**src/rtl/spi_master.sv**
```systemverilog
// -----------------------------------------------------------------------------
// spi_master
//   Frame-oriented SPI master.  A 10-bit command word (2-bit command + 8-bit
//   payload) is shifted out MSB first behind a one-cycle START slot.  A
//   read-data command (cmd[9:8] == 2'b11) is followed by RD_WAIT turnaround
//   cycles and eight MISO samples that are assembled MSB first into rd_data.
//   Every frame ends with a one-cycle STOP that raises SS_n and pulses done.
//
// Parameters
//   RD_WAIT   cycles between the last MOSI bit of a read-data frame and the
//             first MISO sample (1..15)
//
// Ports
//   clk       system clock, all logic on the rising edge
//   rst_n     synchronous active-low reset
//   start     frame request, accepted only while idle
//   cmd_word  [9:8] command (00 wr-addr, 01 wr-data, 10 rd-addr, 11 rd-data),
//             [7:0] payload
//   MISO      serial data from the slave, MSB first
//   abort     (SPI_MASTER_ABORT_EN only) cut the current frame short
//   busy      high from the cycle after acceptance until idle again
//   done      one-cycle pulse in the STOP cycle
//   rd_data   byte received in the last completed read-data frame
//   rd_valid  one-cycle pulse with done when rd_data was just updated
//   SS_n      slave select, active-low
//   MOSI      serial data to the slave, MSB first
//
// Configuration
//   SPI_MASTER_ABORT_EN  when defined adds the abort input; an abort in
//                        START/SHIFT/WAIT/RECV jumps to STOP with done but
//                        without rd_valid and leaves rd_data untouched.
// -----------------------------------------------------------------------------
module spi_master #(
  parameter int RD_WAIT = 2
) (
  input  logic       clk,
  input  logic       rst_n,
  input  logic       start,
  input  logic [9:0] cmd_word,
  input  logic       MISO,
`ifdef SPI_MASTER_ABORT_EN
  input  logic       abort,
`endif
  output logic       busy,
  output logic       done,
  output logic [7:0] rd_data,
  output logic       rd_valid,
  output logic       SS_n,
  output logic       MOSI
);

  typedef enum logic [2:0] {IDLE, START, SHIFT, WAIT, RECV, STOP} state_t;

  localparam logic [3:0] WAIT_LAST = 4'(RD_WAIT - 1);

  state_t     r_state;
  logic [9:0] r_shift;
  logic [3:0] r_cnt;
  logic [7:0] r_rx;
  logic       r_isRead;

  logic       w_abort;
  logic       w_abortHit;
  logic [7:0] w_rxNext;

`ifdef SPI_MASTER_ABORT_EN
  assign w_abort = abort;
`else
  assign w_abort = 1'b0;
`endif

  // Abort only matters while SS_n is low; IDLE and STOP ignore it.
  assign w_abortHit = w_abort && (r_state inside {START, SHIFT, WAIT, RECV});

  // Byte as it will look once the current MISO bit is shifted in.
  assign w_rxNext = {r_rx[6:0], MISO};

  // Single FSM with registered outputs: every output is assigned on the edge
  // that enters the state it belongs to, so SS_n/MOSI/done/rd_valid line up
  // exactly with the state the slave sees.
  always_ff @(posedge clk) begin
    if (!rst_n) begin
      r_state  <= IDLE;
      r_shift  <= '0;
      r_cnt    <= '0;
      r_rx     <= '0;
      r_isRead <= 1'b0;
      busy     <= 1'b0;
      done     <= 1'b0;
      rd_valid <= 1'b0;
      rd_data  <= '0;
      SS_n     <= 1'b1;
      MOSI     <= 1'b0;
    end else begin
      done     <= 1'b0;
      rd_valid <= 1'b0;
      if (w_abortHit) begin
        r_state <= STOP;
        r_cnt   <= '0;
        SS_n    <= 1'b1;
        MOSI    <= 1'b0;
        done    <= 1'b1;
      end else begin
        case (r_state)
          IDLE: begin
            SS_n <= 1'b1;
            MOSI <= 1'b0;
            busy <= 1'b0;
            if (start) begin
              // The command type is kept separately because the shift
              // register loses cmd[9:8] while the payload goes out.
              r_shift  <= cmd_word;
              r_isRead <= (cmd_word[9:8] == 2'b11);
              r_cnt    <= '0;
              r_state  <= START;
              SS_n     <= 1'b0;
              MOSI     <= cmd_word[9];
              busy     <= 1'b1;
            end
          end
          START: begin
            // cmd[9] is presented twice: once in START, once in SHIFT.
            r_state <= SHIFT;
            MOSI    <= r_shift[9];
            r_shift <= {r_shift[8:0], 1'b0};
            r_cnt   <= '0;
          end
          SHIFT: begin
            if (r_cnt == 4'd9) begin
              r_cnt <= '0;
              MOSI  <= 1'b0;
              if (r_isRead) begin
                r_state <= WAIT;
              end else begin
                r_state <= STOP;
                SS_n    <= 1'b1;
                done    <= 1'b1;
              end
            end else begin
              MOSI    <= r_shift[9];
              r_shift <= {r_shift[8:0], 1'b0};
              r_cnt   <= r_cnt + 4'd1;
            end
          end
          WAIT: begin
            MOSI <= 1'b0;
            if (r_cnt == WAIT_LAST) begin
              r_cnt   <= '0;
              r_state <= RECV;
            end else begin
              r_cnt <= r_cnt + 4'd1;
            end
          end
          RECV: begin
            MOSI <= 1'b0;
            r_rx <= w_rxNext;
            if (r_cnt == 4'd7) begin
              r_cnt    <= '0;
              r_state  <= STOP;
              SS_n     <= 1'b1;
              done     <= 1'b1;
              rd_data  <= w_rxNext;
              rd_valid <= 1'b1;
            end else begin
              r_cnt <= r_cnt + 4'd1;
            end
          end
          STOP: begin
            // start is not looked at here, which guarantees a second
            // SS_n-high cycle (the following IDLE) between frames.
            r_state <= IDLE;
            SS_n    <= 1'b1;
            MOSI    <= 1'b0;
            busy    <= 1'b0;
          end
          default: begin
            r_state <= IDLE;
            SS_n    <= 1'b1;
            MOSI    <= 1'b0;
            busy    <= 1'b0;
          end
        endcase
      end
    end
  end

endmodule

```
**config.mk**
```make
export PLATFORM = sky130hd
export DESIGN_NAME = spi_master
export DESIGN_NICKNAME = d
export VERILOG_FILES = /design/src/rtl/spi_master.sv
export SDC_FILE = /design/constraint.sdc
export NUM_CORES = 1
export LEC_CHECK = 0
export ABC_CLOCK_PERIOD_IN_PS = 2300
export BUFFER_PORTS_ARGS = -buffer_cell sky130_fd_sc_hd__clkbuf_2
export CAP_MARGIN = 20
export CORE_MARGIN = 2
export CORE_UTILIZATION = 35
export DETAILED_ROUTE_END_ITERATION = 7
export SYNTH_ARGS = -nofsm -noshare
export SYNTH_HDL_FRONTEND = slang
export SYNTH_SLANG_ARGS = --single-unit
```
**constraint.sdc**
```tcl
create_clock -name clk -period 2.3 [get_ports clk]
set_clock_uncertainty 0.1 [all_clocks]
set_input_delay 0.115 -clock clk [delete_from_list [all_inputs] [get_ports clk]]
set_output_delay 0.115 -clock clk [all_outputs]
set_load 0.05 [all_outputs]
```
==> flow_metrics.tcl, run 1 <==
set metrics [dict create \
    outcome "complete, no violations" \
    clock_sinks 38 \
    synthTopCellsByArea "dfxtp_1 44%, mux2i_1 11%, a21oi_1 8.1%, a211oi_1 4.4%, nand2_1 4.4%" \
    synth_compound_area_share_pct 19.3 \
    worst_ep_arrival_time_ps 1960 \
    max-slew-margin-rel_pct 65.6 \
    start_util_pct 36.5 \
    crit_path_cell_trace "or3b_1 > nor2_8 > mux2i_1 > nor2_1" \
    end_kind "register" \
    rows 25 \
    root_buffer "clkbuf_8" \
    pre_cts_ws_ps 425 \
    crit_cells 4 \
    cpLargestDelayFamily "simple AND/OR/NAND/NOR gates" \
    fin_tns_setup_ps 0 \
    synth_top_area_cell "dfxtp_1" \
    p_leak_nw 0.835 \
    path_buf_inv 0 \
    cts_setup_buffers 0 \
    area.growth.synth_to_final_pct 20.4 \
    rsz0062_at_grt "false" \
    syn_inst 191 \
    final_antenna_net_count 0 \
    dpl_cell_area_mm2 0.00194 \
    maxCapViolations 0 \
    layout_commonest_cell "dfxtp_1" \
    yosys_warnings 0 \
    netlist_area_mm2 0.00172 \
    max-vdd-ir-drop_mv 0.402 \
    worst-endpoint-required_ps 2380 \
    hpwlAfterDp_mm 2.44 \
    dr.pass1.iters 4 \
    cp_slowest_cell "or3b_1" \
    drt_iter0_drc 76 \
    layout.nets 241 \
    htree_levels 2 \
    seq_power_share_pct 37.1 \
    fin_hold_ws_ps 19.8 \
    drc 0 \
    crit_path_end "rd_data[0]$_SDFFE_PN0P_" \
    hold_path_depth 3 \
    die-area_mm2 0.00550 \
    power.share.clock_pct 20.1 \
    rr_endpoint "rd_data[0]$_SDFFE_PN0P_" \
    hp-class "input pin to register" \
    worstMarginPinSlew_ps 501 \
    finalHoldViolCount 0 \
    maxSlewViolCount 0 \
    yosysUniqueCellTypes 38 \
    path_max_fanout 10 \
    drive_gt1_share_pct 20.8 \
    grt_pass1_vias 1248 \
    core_mm2 0.00472 \
    synth_top_area_share_pct 44.2 \
    pwr-share-comb_pct 42.8 \
    die_h_um 74.1 \
    intPower_w 0.00146 \
    finish.instance_area_mm2 0.00207 \
    port_buffers 26 \
    max_clock_freq_ghz 0.531 \
    ios 27 \
    clock_path_buffers 2 \
    start_kind "register" \
    synth_top_family_by_area "simple AND/OR/NAND/NOR gates" \
    regToRegStartpoint "r_state[2]$_SDFFE_PN0P_" \
    syn_avg_cell_area_um2 9.01 \
    cts_buffers 5 \
    via_count 1440 \
    clock_latency_ps 300 \
    wl_mm 3.54 \
    grt_pass1_wl_mm 5.72 \
    clkSlewWorstSetupHoldPaths_ps 80 \
    setup_slack_ps 417 \
    antenna_found_initial 0 \
    fin_crit_ps 1880 \
    pwr_density_cell_mw_per_mm2 1160 \
    post_drt_via_cell_ratio 4.91 \
    gr-usage-all-layers_pct 13.8 \
    synthAdderAreaFrac_pct 1.45 \
    die_x_um 74.1 \
    num_antenna_cells 0 \
    rrSetupSlack_ps 420 \
    hold_start "cmd_word[9]" \
    synthMuxAreaShare_pct 11.0 \
    crit_start "r_state[2]$_SDFFE_PN0P_" \
    grt_max_degree 28 \
    fin_util_pct 43.9 \
    cts_tree "done" \
    wire_per_inst_um 12.1 \
    yosys_register_bits 38 \
    min_period_over_period_pct 81.9 \
    critPathMaxStageDelay_ps 590 \
    seq_area_frac_synth_pct 44.2 \
    power.share.switching_pct 39.2 \
    criticalPathCategory "register to register" \
    yosys.area_share.simple_pct 19.3 \
    place_congestion 0.757 \
    grt_overflow 0 \
    n_fill_cell 467 \
    reg2regPathDepth 4 \
    final_cell_mix "38 x dfxtp_1, 28 x a21oi_1, 26 x clkbuf_2, 20 x nand2_1, 19 x mux2i_1" \
    setup_viol 0 \
    syn_nets 207 \
    synthXorXnorAreaFrac_pct 0.509 \
    p_sw_w 0.000941 \
]
[tightest hold or removal path, delay by kind of cell]
family	cells	cell delay (ps)
AOI/OAI and AO/OA	1	60
and+or+nand+nor	1	90
buffers and inverters	1	100
[registers in the layout, indices dropped and copies added (netlist names)]
register	flops
MOSI	1
SS_n	1
busy	1
done	1
r_cnt	4
r_isRead	1
r_rx	7
r_shift	10
r_state	3
rd_data	8
rd_valid	1
[synth_stat cells]
| cell | count |
|---|---|
| nor2_1 | 17 |
| xor2_1 | 1 |
| dfxtp_1 | 38 |
| or3b_1 | 1 |
| nor3_1 | 2 |
| nor4b_4 | 1 |
| o21ai_0 | 6 |
| nor3b_2 | 1 |
| nand4b_1 | 1 |
| ha_1 | 2 |
| mux2i_1 | 19 |
| a31o_2 | 1 |
| a21o_1 | 1 |
| and2_1 | 2 |
| a22oi_1 | 1 |
| a31oi_1 | 2 |
| buf_6 | 1 |
| nand2b_1 | 6 |
| nor3b_1 | 1 |
| o2bb2ai_1 | 1 |
| a21bo_2 | 1 |
| o21a_1 | 1 |
| a211oi_1 | 10 |
| buf_2 | 4 |
| o21ai_1 | 1 |
| nor2_8 | 1 |
| o211a_1 | 1 |
| a2111oi_0 | 1 |
| buf_4 | 1 |
| clkbuf_1 | 5 |
| and3b_1 | 1 |
| nand3_1 | 3 |
| nand4_1 | 1 |
| a21oi_1 | 28 |
| clkinv_1 | 1 |
| nand3b_1 | 3 |
| inv_1 | 3 |
| nand2_1 | 20 |
[cell families (layout without fill, tap and decap cells)]
family                   Yosys count  in the layout
adder cells (fa/ha/maj)            2              2
flip-flops                        38             38
AND/OR/NAND/NOR                   61             61
XOR/XNOR                           1              1
AO/OA/AOI/OAI                     55             55
multiplexers                      19             19
buffers and inverters             15             50
[metal layers]
metal  GRT usage [%]  up-vias  share of wire [%]  routed length [µm]
met4            8.48        0                2.8                  98
met1            18.5      667                 50                1780
li1                -      745                  -                   -
met3            3.12        8                3.1                 110
met5               0        -                  0                   0
met2            20.0       20                 44                1550
[through the flow]
step / power, W / std cells
global route: 0.00255 / 293
global placement: 0.00191 / 281
detailed placement: 0.00192 / 281
CTS: 0.00241 / 293
finish: 0.00240 / 293
floorplan: 0.00169 / 191
[power by group through the flow]
stage	logic [W]	clock network [W]	registers [W]
floorplan	0.000764	0	0.000931
global placement	0.00101	0	0.000903
detailed placement	0.00101	0	0.000906
CTS	0.00102	0.000497	0.000891
global route	0.00112	0.000518	0.000911
finish	0.00103	0.000482	0.000891
[final cells by class]
cell class	instances	area [µm²]	area share, %
Inverter	4	15.0	0.724
Tap cell	67	83.8	4.04
Clock inverter	2	12.5	0.603
Multi-Input combinational cell	138	888	42.8
Clock buffer	6	82.6	3.98
Timing Repair Buffer	38	230	11.1
Sequential cell	38	761	36.7
[worst min path at each step]
stage,to,slack [ps]
after floorplan,SS_n$_SDFFE_PN1P_,90
after global placement,SS_n$_SDFFE_PN1P_,250
after detailed placement,SS_n$_SDFFE_PN1P_,260
after CTS,r_isRead$_SDFFE_PN0P_,10
after global routing,r_isRead$_SDFFE_PN0P_,30
final,r_isRead$_SDFFE_PN0P_,20
[what timing repair did]
item,CTS,global route
hold buffers,4,0
resized for setup,0,0
hold endpoints to repair,7,0
(Power assumes the default switching activity.)
==> inputs of run 2 (changes only) <==
Settings changed: ABC_CLOCK_PERIOD_IN_PS 2300 to 1800.
Clock period 2.3 ns to 1.8 ns, I/O delays scaled along.
==> flow_metrics.tcl, run 2 (same netlist as run 1, synthesis figures left out) <==
set metrics [dict create \
    clkSlewWorstSetupHoldPaths_ps 70 \
    via_count 1440 \
    wire_per_inst_um 11.8 \
    rows 25 \
    clock_sinks 38 \
    htree_levels 2 \
    maxSlewViolCount 0 \
    finish.instance_area_mm2 0.00216 \
    max-slew-margin-rel_pct 75.6 \
    root_buffer "clkbuf_8" \
    drive_gt1_share_pct 24.0 \
    grt_overflow 0 \
    num_antenna_cells 0 \
    end_kind "register" \
    worst_ep_arrival_time_ps 1770 \
    maxCapViolations 0 \
    max-vdd-ir-drop_mv 0.738 \
    grt_max_degree 21 \
    total_power_w 0.00324 \
    clock_path_buffers 2 \
    fin_cells 300 \
    start_util_pct 36.5 \
    wl_mm 3.53 \
    final_antenna_net_count 0 \
    fin_tns_setup_ps 0 \
    grt_pass1_vias 1344 \
    dr.pass1.iters 4 \
    place_congestion 0.707 \
    finalHoldViolCount 0 \
    clock_latency_ps 280 \
    crit_path_cell_trace "inv_1 > ha_1 > and3b_1 > o21ai_2 > buf_6 > a21oi_1 > a211oi_1" \
    criticalPathCategory "register to register" \
    multi_input_area_um2 906 \
    p_leak_nw 0.879 \
    fin_crit_ps 1680 \
    start_kind "register" \
    critPathMaxStageDelay_ps 340 \
    dp.cells 287 \
    worst-endpoint-required_ps 1890 \
    hpwlAfterDp_mm 2.48 \
    die_h_um 74.1 \
    setup_viol 0 \
    setup_slack_ps 119 \
    pre_cts_ws_ps -29.0 \
    min_period_over_period_pct 93.4 \
    hp-class "input pin to register" \
    path_max_fanout 8 \
    drt_iter0_drc 73 \
    final_cell_mix "37 x dfxtp_1, 28 x a21oi_1, 26 x clkbuf_2, 20 x nand2_1, 19 x mux2i_1" \
    port_buffers 26 \
    max_clock_freq_ghz 0.595 \
    post_drt_via_cell_ratio 4.80 \
    die_x_um 74.1 \
    outcome "complete, no violations" \
    largest_register_ff_count 10 \
    reg2regPathDepth 7 \
    drc 0 \
    cts_tree "done" \
    dpl_cell_area_mm2 0.00198 \
    layout.nets 248 \
    gr-usage-all-layers_pct 14.0 \
    core_mm2 0.00472 \
    die-area_mm2 0.00550 \
    cts_buffers 5 \
    hold_path_depth 3 \
    antenna_found_initial 0 \
    largestRegisters "r_shift x10, rd_data x8, r_rx x7" \
    area.growth.synth_to_final_pct 25.6 \
    n_fill_cell 452 \
    cp_slowest_cell "dfxtp_2" \
    regMostFlops "r_shift" \
    pwr_density_cell_mw_per_mm2 1500 \
    regArea_um2 762 \
    ios 27 \
    layout_commonest_cell "dfxtp_1" \
    worstMarginPinSlew_ps 365 \
    grt_pass1_wl_mm 5.93 \
]
run 2: worst paths after layout:
check	from	end	slack, ps
max	r_cnt[1]$_SDFFE_PN0P_	r_shift[2]$_SDFFE_PN0P_	120
min reg2reg	r_rx[6]$_SDFFE_PN0P_	r_rx[6]$_SDFFE_PN0P_	360
min	cmd_word[5]	r_shift[5]$_SDFFE_PN0P_	20
max reg2reg	r_cnt[1]$_SDFFE_PN0P_	r_shift[2]$_SDFFE_PN0P_	120
run 2: cell type report:
| cell class | count | share of cell area (%) |
|---|---|---|
| multi-input cells | 138 | 41.9 |
| clock buffers | 7 | 3.53 |
| clock inverters | 1 | 1.39 |
| inverters | 4 | 0.694 |
| flip-flops and latches | 38 | 35.2 |
| well taps | 67 | 3.88 |
| repair buffers | 45 | 13.4 |
run 2: timing repair:
item,CTS,global route
pin swaps,0,2
buffers inserted,0,0
endpoints found under the setup margin,9,4
hold endpoints to repair,7,0
hold buffers,5,0
gates resized for setup,2,6
gates cloned,0,0
run 2: power breakdown:
part	internal [W]	switching (W)
registers	0.00100	0.000133
clock network	0.000414	0.000276
logic	0.000636	0.000774
run 2: stage by stage:
step	hold slack (ps)	utilization [%]
after CTS	13.9	45.4
final	17.7	45.8
after floorplan	66.2	-
after detailed placement	234	42.0
after global routing	35.6	45.8
after global placement	233	42.0
run 2: layer usage:
metal  track usage (%)  routed length [µm]  vias to the layer above
met2              22.1                1570                       20
li1                  -                   -                      760
met4              6.67                  74                        0
met1              18.4                1790                      656
met3              2.85                 104                        4
met5                 0                   0                        -
run 2: worst max-delay path, delay by kind of cell, from the launching register on:
kind | cells | cell delay [ps]
AOI/OAI and AO/OA | 3 | 500
adders and majority gates | 1 | 210
buffers and inverters | 2 | 210
DFF | 1 | 340
and+or+nand+nor | 1 | 220
==> inputs of run 3 (changes only) <==
Settings changed: ABC_AREA set to 1, RECOVER_POWER set to 50, SLEW_MARGIN set to 20.
==> flow_metrics.tcl, run 3 <==
set metrics [dict create \
    hp-class "input pin to register" \
    clock_latency_ps 280 \
    die_x_um 75.4 \
    cts_setup_buffers 0 \
    min_period_over_period_pct 91.0 \
    syn_avg_cell_area_um2 6.91 \
    drc 0 \
    power.share.clock_pct 18.6 \
    start_util_pct 37.0 \
    cp_slowest_cell "dfxtp_1" \
    grt_pass1_wl_mm 6.63 \
    path_max_fanout 5 \
    crit_path_cell_trace "ha_1 > nand2_1 > nor2_1 > nor2_4 > nor2_1 > nand3_1 > a21oi_1" \
    start_kind "register" \
    synthFlopType "dfxtp_1" \
    grt_pass1_vias 1486 \
    die_h_um 75.4 \
    intPower_w 0.00183 \
    fin_cells 358 \
    max-vdd-ir-drop_mv 0.633 \
    regMostFlops "r_shift" \
    fin_crit_ps 1640 \
    wl_mm 3.89 \
    gr-usage-all-layers_pct 15.3 \
    core_mm2 0.00482 \
    worstMarginPinSlew_ps 602 \
    fin_util_pct 43.2 \
    netlist_area_mm2 0.00178 \
    drt_iter0_drc 75 \
    path_common_cell "nor2_1" \
    regToRegStartpoint "r_cnt[0]$_SDFFE_PN0P_" \
    yosys_warnings 0 \
    end_kind "register" \
    rsz0062_at_grt "false" \
    synth_most_common_cell "nand2_1" \
    criticalPathCategory "register to register" \
    area.growth.synth_to_final_pct 16.7 \
    synthTopCellsByArea "dfxtp_1 43%, nand2_1 11%, nor2_1 10%, nand3_1 7.3%, o21ai_0 7.3%" \
    max_clock_freq_ghz 0.611 \
    final_cell_mix "52 x nand2_1, 50 x nor2_1, 38 x dfxtp_1, 26 x nand3_1, 26 x o21ai_0" \
    grt_max_degree 26 \
    clock_path_buffers 2 \
    wire_per_inst_um 10.9 \
    layout.nets 306 \
    rows 25 \
    worst-endpoint-required_ps 1920 \
    yosys_register_bits 38 \
    pwr_density_cell_mw_per_mm2 1550 \
    num_antenna_cells 0 \
    syn_inst 258 \
    port_buffers 26 \
    drive_gt1_share_pct 12.7 \
    clock_sinks 38 \
    largest_register_ff_count 10 \
    p_leak_nw 0.956 \
    fin_tns_setup_ps 0 \
    p_sw_w 0.00139 \
    dr.pass1.iters 4 \
    setup_viol 0 \
    antenna_found_initial 0 \
    critPathMaxStageDelay_ps 400 \
    finalHoldViolCount 0 \
    final_antenna_net_count 0 \
    regArea_um2 761 \
    die-area_mm2 0.00568 \
    multi_input_area_um2 855 \
    power.share.switching_pct 43.2 \
    dp.cells 346 \
    syn_nets 274 \
    via_count 1654 \
    layout_commonest_cell "nand2_1" \
    seq_power_share_pct 37.3 \
    maxCapViolations 0 \
    largestRegisters "r_shift x10, rd_data x8, r_rx x7" \
    synth_top_area_share_pct 42.7 \
    htree_levels 2 \
    hold_start "cmd_word[0]" \
    yosysUniqueCellTypes 21 \
    max-slew-margin-rel_pct 60.0 \
    grt_overflow 0 \
    maxSlewViolCount 0 \
    pwr-share-comb_pct 44.1 \
    n_fill_cell 535 \
    clkSlewWorstSetupHoldPaths_ps 70 \
    worst_ep_arrival_time_ps 1750 \
    ios 27 \
    synth_edf_count 0 \
    cts_tree "done" \
    synth-async-reset-ratio_pct 0 \
    hpwlAfterDp_mm 2.84 \
    cpLargestDelayFamily "simple AND/OR/NAND/NOR gates" \
    path_buf_inv 0 \
    synth_top_area_cell "dfxtp_1" \
    synthTopCellsByCount "52 x nand2_1, 49 x nor2_1, 38 x dfxtp_1, 26 x nand3_1, 26 x o21ai_0" \
    outcome "complete, no violations" \
    seq_area_frac_synth_pct 42.7 \
    post_drt_via_cell_ratio 4.62 \
    crit_start "r_cnt[0]$_SDFFE_PN0P_" \
    place_congestion 0.811 \
    cts_buffers 5 \
    fin_hold_ws_ps 45.5 \
    root_buffer "clkbuf_8" \
]
## run 3: cell type report
class | count | area share [%]
Sequential cell | 38 | 36.6
Inverter | 26 | 4.69
Multi-Input combinational cell | 184 | 41.1
Timing Repair Buffer | 35 | 9.21
Clock buffer | 7 | 4.15
Tap cell | 67 | 4.03
Clock inverter | 1 | 0.241
## run 3: path summary, 6_finish.rpt
kind | end | slack (ps) | cells past startpoint
worst max-delay path | r_state[1]$_SDFFE_PN0P_ | 160 | 7
worst min-delay path | r_shift[0]$_SDFFE_PN0P_ | 50 | 5
worst max register to register | r_state[1]$_SDFFE_PN0P_ | 160 | 7
worst min register to register | rd_data[7]$_SDFFE_PN0P_ | 360 | 2
## run 3: stage by stage
step	setup WS [ps]	total power, W	cell area (µm²)
global route	36.4	0.00350	2080
CTS	154	0.00327	2100
finish	163	0.00321	2080
detailed placement	176	0.00265	1970
global placement	158	0.00263	1970
floorplan	407	0.00236	1780
## run 3: cell families after synthesis
family	synth area share, %
buf+inv	8.92
xor+xnor	0.492
fa+ha+maj	1.40
simple gates	33.4
flops	42.7
compound gates	13.1
## run 3: worst register-to-register path: stages, from the launching register on
cell and delay (ps):
dfxtp_1 400, ha_1 220, nand2_1 70, nor2_1 220, nor2_4 70, nor2_1 230, nand3_1 120, a21oi_1 130
## run 3: routing by layer
layer,routed length [µm],GRT usage (%)
met4,79,7.02
met1,1940,21.1
met5,0,0
met3,127,3.17
met2,1740,23.1
## run 3: power by group through the flow
| stage | Combinational (W) | Clock [W] | Sequential [W] |
|---|---|---|---|
| after CTS | 0.00145 | 0.000625 | 0.00120 |
| final | 0.00142 | 0.000599 | 0.00120 |
| after global routing | 0.00162 | 0.000662 | 0.00122 |
| after global placement | 0.00142 | 0 | 0.00121 |
| after floorplan | 0.00111 | 0 | 0.00125 |
| after detailed placement | 0.00144 | 0 | 0.00121 |
## run 3: timing repair
action                    4_1_cts  5_1_grt
gates resized for setup         0        0
hold endpoints to repair        5        0
hold buffers                    4        0
